===== src/rtl/map_tile_writer.sv =====
// Copies one TILE x TILE image from the tile ROM into a framebuffer tile slot,
// skipping pixels of colour KEY. Out-of-range destinations are rejected with err.
//
// state | meaning
// IDLE  | ready for a request
// RUN   | issuing ROM reads, writing the previous cycle's pixel
// DRAIN | writing the last pixel, no ROM issue
// DONE  | one-cycle done pulse (err valid)
module map_tile_writer #(
  parameter int          MAP_W = 576,
  parameter int          TILE  = 48,
  parameter int          COLS  = 12,
  parameter int          ROWS  = 15,
  parameter logic [11:0] KEY   = 12'hF0F
) (
  input  logic        clk,
  input  logic        rst,
  input  logic        req_valid,
  output logic        req_ready,
  input  logic [3:0]  tile_id,
  input  logic [3:0]  tile_col,
  input  logic [3:0]  tile_row,
  output logic [15:0] rom_addr,
  input  logic [11:0] rom_data,
  output logic        fb_we,
  output logic [18:0] fb_addr,
  output logic [11:0] fb_data,
  output logic        done,
  output logic        err
);

  localparam int CW = (TILE > 1) ? $clog2(TILE) : 1;
  localparam logic [CW-1:0] LAST = CW'(TILE - 1);

  typedef enum logic [1:0] {IDLE, RUN, DRAIN, DONE} state_t;

  state_t        r_state, w_next;
  logic [3:0]    r_id, r_col, r_row;
  logic [CW-1:0] r_tx, r_ty, r_txd, r_tyd;
  logic          r_wvalid, r_err;
  logic          w_accept, w_oor, w_last;

  assign req_ready = (r_state == IDLE) && !rst;
  assign w_accept  = req_valid && req_ready;
  assign w_oor     = (32'(tile_col) >= 32'(COLS)) || (32'(tile_row) >= 32'(ROWS));
  assign w_last    = (r_tx == LAST) && (r_ty == LAST);

  always_ff @(posedge clk) begin
    if (rst) r_state <= IDLE;
    else     r_state <= w_next;
  end

  always_comb begin
    w_next = r_state;
    case (r_state)
      IDLE:    if (req_valid) w_next = w_oor ? DONE : RUN;
      RUN:     if (w_last) w_next = DRAIN;
      DRAIN:   w_next = DONE;
      DONE:    w_next = IDLE;
      default: w_next = IDLE;
    endcase
  end

  always_ff @(posedge clk) begin
    if (rst) begin
      r_id     <= '0;
      r_col    <= '0;
      r_row    <= '0;
      r_tx     <= '0;
      r_ty     <= '0;
      r_txd    <= '0;
      r_tyd    <= '0;
      r_wvalid <= 1'b0;
      r_err    <= 1'b0;
    end else begin
      // write stage trails the ROM issue by exactly one cycle
      r_txd    <= r_tx;
      r_tyd    <= r_ty;
      r_wvalid <= (r_state == RUN);
      if (w_accept) begin
        r_id  <= tile_id;
        r_col <= tile_col;
        r_row <= tile_row;
        r_err <= w_oor;
        r_tx  <= '0;
        r_ty  <= '0;
      end else if (r_state == RUN) begin
        if (r_tx == LAST) begin
          r_tx <= '0;
          r_ty <= w_last ? '0 : r_ty + CW'(1);
        end else begin
          r_tx <= r_tx + CW'(1);
        end
      end
    end
  end

  assign rom_addr = 16'(32'(r_id) * 32'(TILE * TILE) + 32'(r_ty) * 32'(TILE) + 32'(r_tx));
  assign fb_addr  = 19'(32'(MAP_W) * (32'(r_row) * 32'(TILE) + 32'(r_tyd))
                        + 32'(r_col) * 32'(TILE) + 32'(r_txd));
  assign fb_data  = r_wvalid ? rom_data : '0;
  assign fb_we    = r_wvalid && (rom_data != KEY);
  assign done     = (r_state == DONE);
  assign err      = r_err && (r_state == DONE);

endmodule


===== config.mk =====
export PLATFORM = sky130hd
export DESIGN_NAME = map_tile_writer
export DESIGN_NICKNAME = d
export VERILOG_FILES = /design/src/rtl/map_tile_writer.sv
export SDC_FILE = /design/constraint.sdc
export NUM_CORES = 1
export LEC_CHECK = 0
export CAP_MARGIN = 20
export CORE_ASPECT_RATIO = 0.8
export CORE_MARGIN = 3
export CORE_UTILIZATION = 56
export DETAILED_ROUTE_END_ITERATION = 10
export GPL_TIMING_DRIVEN = 0
export HOLD_SLACK_MARGIN = 0.08
export PLACE_DENSITY = 0.95
export SETUP_SLACK_MARGIN = 0.3
export SYNTH_ARGS = -nofsm -noshare
export SYNTH_HDL_FRONTEND = slang
export SYNTH_SLANG_ARGS = --single-unit

===== constraint.sdc =====
create_clock -name clk -period 6.4 [get_ports clk]
set_input_delay 1.28 -clock clk [delete_from_list [all_inputs] [get_ports clk]]
set_output_delay 1.28 -clock clk [all_outputs]
set_load 0.01 [all_outputs]

# == After elaboration in Yosys (flattened, before gate mapping) ==
# Cells that the tools add are included.
# totals
regBits,40
in_bits,27
out_inout_bits,51
# op_classes
addsub,7
multipliers,5
order_cmp,2
n_eq_ne,8
muxes,7
reduce_logical,11
# ops
cell,count
19-bit by 10-bit adder with 19-bit output,1
19-bit by 6-bit adder with 19-bit output,1
16-bit by 12-bit adder with 16-bit output,1
16-bit by 6-bit adder with 16-bit output,1
"4-bit by 11-bit multiplier with 13-bit output, first input constant",1
"6-bit by 1-bit adder with 6-bit output, second input constant",2
"6-bit equality test, second input constant",2
"4-bit by 2-bit multiplier with 6-bit output, second input constant",2
12-bit two-way mux,1
6-bit two-way mux,2
"12-bit inequality test, second input constant",1
10-bit by 6-bit adder with 11-bit output,1
"4-bit greater-or-equal comparator, second input constant",2
"4-bit by 4-bit multiplier with 8-bit output, second input constant",1
"6-bit by 2-bit multiplier with 8-bit output, second input constant",1
2-bit case mux with 4 select lines,1
2-bit two-way mux,3
1-bit logical AND,5
"2-bit equality test, second input constant",2
"2-bit inequality test, second input constant",2
2-bit AND reduction,2
"2-bit by 1-bit equality test with 1-bit output, second input constant",1
2-bit zero test,1
2-bit OR reduction,1
2 further kinds,2

# == Logic depth before layout (Yosys ltp) ==
# Gate-level depths: netlist (run 1).
# logic_depth
word_depth,5
mapped_depth,15
ltp_nobuf,15

# == Worst setup path after synthesis (run 1) ==
# OpenSTA, ideal clock, no wires.
# synth_path
path_kind,reg2out
from,register r_row[1]
to,output port fb_addr[18]
arrival_ns,3.279
required_time_ns,5.120
slack_ns,1.841
path_stages_with_launch,14
n_path_buf,1
path_cell_list,dfxtp_1 -> ha_1 -> fa_1 -> clkbuf_1 -> xnor2_1 -> xor2_1 -> ha_1 -> ha_1 -> o21a_1 -> a21oi_1 -> xnor2_1 -> nand4_1 -> nor3b_2 -> xor2_1
# synth_between
elab_chain_len,5
# synth_rtl
item,line_no,rtl
from (decl),38,"logic [3:0] r_id, r_col, r_row;"
from (signal assigned),83,r_row <= tile_row;
4-bit by 2-bit multiplier with 6-bit output,99,assign fb_addr = 19'(32'(MAP_W) * (32'(r_row) * 32'(TILE) + 32'(r_tyd))
10-bit by 6-bit adder with 11-bit output,99,
4-bit by 11-bit multiplier with 13-bit output,99,
19-bit by 10-bit adder with 19-bit output,100,+ 32'(r_col) * 32'(TILE) + 32'(r_txd));
19-bit by 6-bit adder with 19-bit output,100,
to (decl),26,"output logic [18:0] fb_addr,"
# No other way between the ends.

# == Worst setup path in the final report (run 1) ==
# Same ends and word-level chain as after synthesis.

==> flow_metrics.env, run 1 <==
export IMPL_cp_end_kind="primary output"
export IMPL_min_period_ns=5.79
export IMPL_grt_pass1_wl_mm=13.8
export IMPL_synth_edf_count=0
export IMPL_slew_violations=0
export IMPL_final_cell_mix="77 x clkdlybuf4s50_1, 54 x ha_1, 40 x dfxtp_1"
export IMPL_cp_slowest_stage_delay_ns=0.55
export IMPL_finalHoldViolCount=0
export IMPL_preCtsSetupSlack_ns=1.01
export IMPL_gp_congestion=0.825
export IMPL_setup_viol=0
export IMPL_drc_errors=0
export IMPL_powerDensity_mw_per_mm2=246
export IMPL_syn_inst=397
export IMPL_critPathTopFamily="adder cells"
export IMPL_final_util_pct=77.4
export IMPL_antenna_cells=0
export IMPL_rsz0062_at_grt="false"
export IMPL_post_cts_buffers=0
export IMPL_clockBufferDepth=2
export IMPL_crit_required_ns=5.12
export IMPL_cp_slowest_cell="clkdlybuf4s50_1"
export IMPL_antenna_left=0
export IMPL_crit_top_cell="ha_1"
export IMPL_path_cells="ha_1, fa_1, clkbuf_1, xnor2_1, xor2_1, ha_1, ha_1, o21a_1, a21oi_1, xnor2_1, nand4_1, nor3b_2, xor2_1, clkdlybuf4s50_1"
export IMPL_antenna_found_initial=0
export IMPL_setup_tns_ns=0
export IMPL_num_vias=2995
export IMPL_fillers=383
export IMPL_max_freq_mhz=173
export IMPL_detail_route_wl_per_cell_um=14.3
export IMPL_outcome="complete, no violations"
export IMPL_ys_warn_count=0
export IMPL_die_w_um=94.0
export IMPL_finalCritPeriodShare_pct=90.4
export IMPL_htree_levels=2
export IMPL_ys_seq_area_share_pct=23.1
export IMPL_p_leak_uw=0.00198
export IMPL_syn_area_mm2=0.00347
export IMPL_syn2layout_area_growth_pct=27.3
export IMPL_hold_ws_ns=0.512
export IMPL_grt_pass1_vias=3016
export IMPL_worstPathArrival_ns=4.51
export IMPL_grt_usage_pct=23.1
export IMPL_dp_hpwl_mm=6.43
export IMPL_gr_total_overflow=0
export IMPL_die_area_mm2=0.00718
export IMPL_synthArstFlopShare_pct=0
export IMPL_die_h_um=76.4
export IMPL_final_common_cell="clkdlybuf4s50_1"
export IMPL_slew_headroom_pct=62.5
export IMPL_max_cap_viol_count=0
export IMPL_skew_ns=0.00612
export IMPL_worst_pin_slew_ns=0.563
export IMPL_cts_num_sinks=40
export IMPL_grt_start_max_net_pins=12
export IMPL_ys_ff_latch=40
export IMPL_drtIter0Drc=124
export IMPL_setup_worst_path_start_class="flop"
export IMPL_vias_per_cell=5.36
export IMPL_cts_resized=0
export IMPL_start_util_pct=60.8
export IMPL_cts_root_buf="clkbuf_8"
export IMPL_clock_latency_ns=0.30
export IMPL_syn_area_per_cell_um2=8.74
export IMPL_dr_pass1_iters=6
export IMPL_cp_max_fo=9
export IMPL_clkTransAtPathRegs_ns=0.08
export IMPL_crit_type="flop to primary output"
export IMPL_rows=24
export IMPL_ctsHoldBuffers=0
export IMPL_layout_setup_ws_ns=0.613
export IMPL_peakVddDrop_v=0.000121
export IMPL_ys_dominant_reg_cell="dfxtp_1"
export IMPL_core_mm2=0.00571
export IMPL_cts_tree="built"
export IMPL_synth_cell_type_count=52
export IMPL_pin_count=78
export IMPL_wirelength_mm=7.99
export IMPL_synth_nets=485
export IMPL_cts_buffers=5
export IMPL_hold_path_class="flop to flop"
export IMPL_drive_above_1_share_pct=5.20
export IMPL_numPortBuffers=77
export IMPL_crit_buf_inv=2
export IMPL_nets=569
-- per-stage QoR --
stage                     cells  total power [µW]  instance area [µm²]
after detailed placement    552               926                 4340
after global routing        559              1170                 4420
after global placement      552               894                 4340
final                       559              1090                 4420
after CTS                   559              1090                 4420
after floorplan             397               687                 3470
-- routing by layer --
layer,GRT usage (%),part of all wire (%),vias to the layer above,wire (µm)
met5,0,0,-,0
met4,7.22,2.0,0,162
met3,3.75,3.3,17,267
met2,40.2,50,66,3990
met1,28.8,45,1389,3570
li1,-,-,1523,-
-- Yosys cell counts, types with 8 or more instances --
cell / n / share of area, %
xnor2_1: 29 / 7.3
xor2_1: 20 / 5.0
inv_1: 18 / 1.9
nor2b_1: 19 / 3.4
dfxtp_1: 40 / 23
nand2b_1: 10 / 1.8
a21oi_1: 17 / 2.5
nand2_1: 28 / 3.0
clkbuf_1: 11 / 1.2
and2_1: 15 / 2.7
nor2_1: 30 / 3.2
o21ai_0: 14 / 2.0
ha_1: 54 / 19
a21o_1: 10 / 2.2
nand4_1: 8 / 1.4
buf_4: 8 / 1.7
-- registers in the layout, indices dropped and copies added, names as in the netlist --
| register | cells |
|---|---|
| r_col | 4 |
| r_id | 4 |
| r_wvalid | 1 |
| r_row | 4 |
| r_tx | 6 |
| r_tyd | 6 |
| r_ty | 6 |
| r_txd | 6 |
| r_err | 1 |
| r_state | 2 |
-- logic make-up after synthesis --
| group | synth area share (%) |
|---|---|
| buf+inv | 5.01 |
| simple gates | 21.7 |
| mux | 0.288 |
| xor+xnor | 12.8 |
| flops | 23.1 |
| fa+ha+maj | 23.5 |
| compound gates | 13.6 |
-- layout make-up --
cell class                      instances  area [µm²]  area share [%]
Buffer                                 20         106            2.41
Clock buffer                            6        72.6            1.64
Clock inverter                          1        5.00           0.113
Inverter                               18        67.6            1.53
Multi-Input combinational cell        319        2500            56.5
Sequential cell                        40         801            18.1
Tap cell                               78        97.6            2.21
Timing Repair Buffer                   77         771            17.5
-- path summary, 6_finish.rpt --
kind / cells after the start / slack (ns) / from / endpoint
hold reg to reg: 2 / 0.51 / r_col[0] / r_col[0]
hold / removal: 2 / 0.51 / r_col[0] / r_col[0]
setup / recovery: 14 / 0.61 / r_row[1] / fb_addr[18]
setup reg to reg: 9 / 4.27 / r_state[0] / r_col[3]
-- power by group --
part	internal [µW]	total (µW)	leakage, µW	switching (µW)
combinational	312	610	0.00161	298
sequential	280	316	0.000325	35.3
clock	74.2	163	0.0000410	88.3
total	667	1090	0.00198	421
-- worst min-delay path: stages (launching register included) --
cell,delay [ns]
dfxtp_1,0.34
nand2b_1,0.07
o21ai_0,0.06
(Power assumes the default switching activity.)
==> run 2, diff against run 1 <==
--- a/config.mk
+++ b/config.mk
@@ -14,6 +14,7 @@
 export HOLD_SLACK_MARGIN = 0.08
 export PLACE_DENSITY = 0.95
 export SETUP_SLACK_MARGIN = 0.3
+export SLEW_MARGIN = 20
 export SYNTH_ARGS = -nofsm -noshare
 export SYNTH_HDL_FRONTEND = slang
 export SYNTH_SLANG_ARGS = --single-unit
==> results of run 2 <==
Same layout as run 1: the final DEF is identical, and so are final timing and power.
==> run 3, diff against run 2 <==
--- a/config.mk
+++ b/config.mk
@@ -5,6 +5,7 @@
 export SDC_FILE = /design/constraint.sdc
 export NUM_CORES = 1
 export LEC_CHECK = 0
+export ABC_CLOCK_PERIOD_IN_PS = 6400
 export CAP_MARGIN = 20
 export CORE_ASPECT_RATIO = 0.8
 export CORE_MARGIN = 3
==> results of run 3 <==
Same layout as run 1: the final DEF is identical, and so are final timing and power.
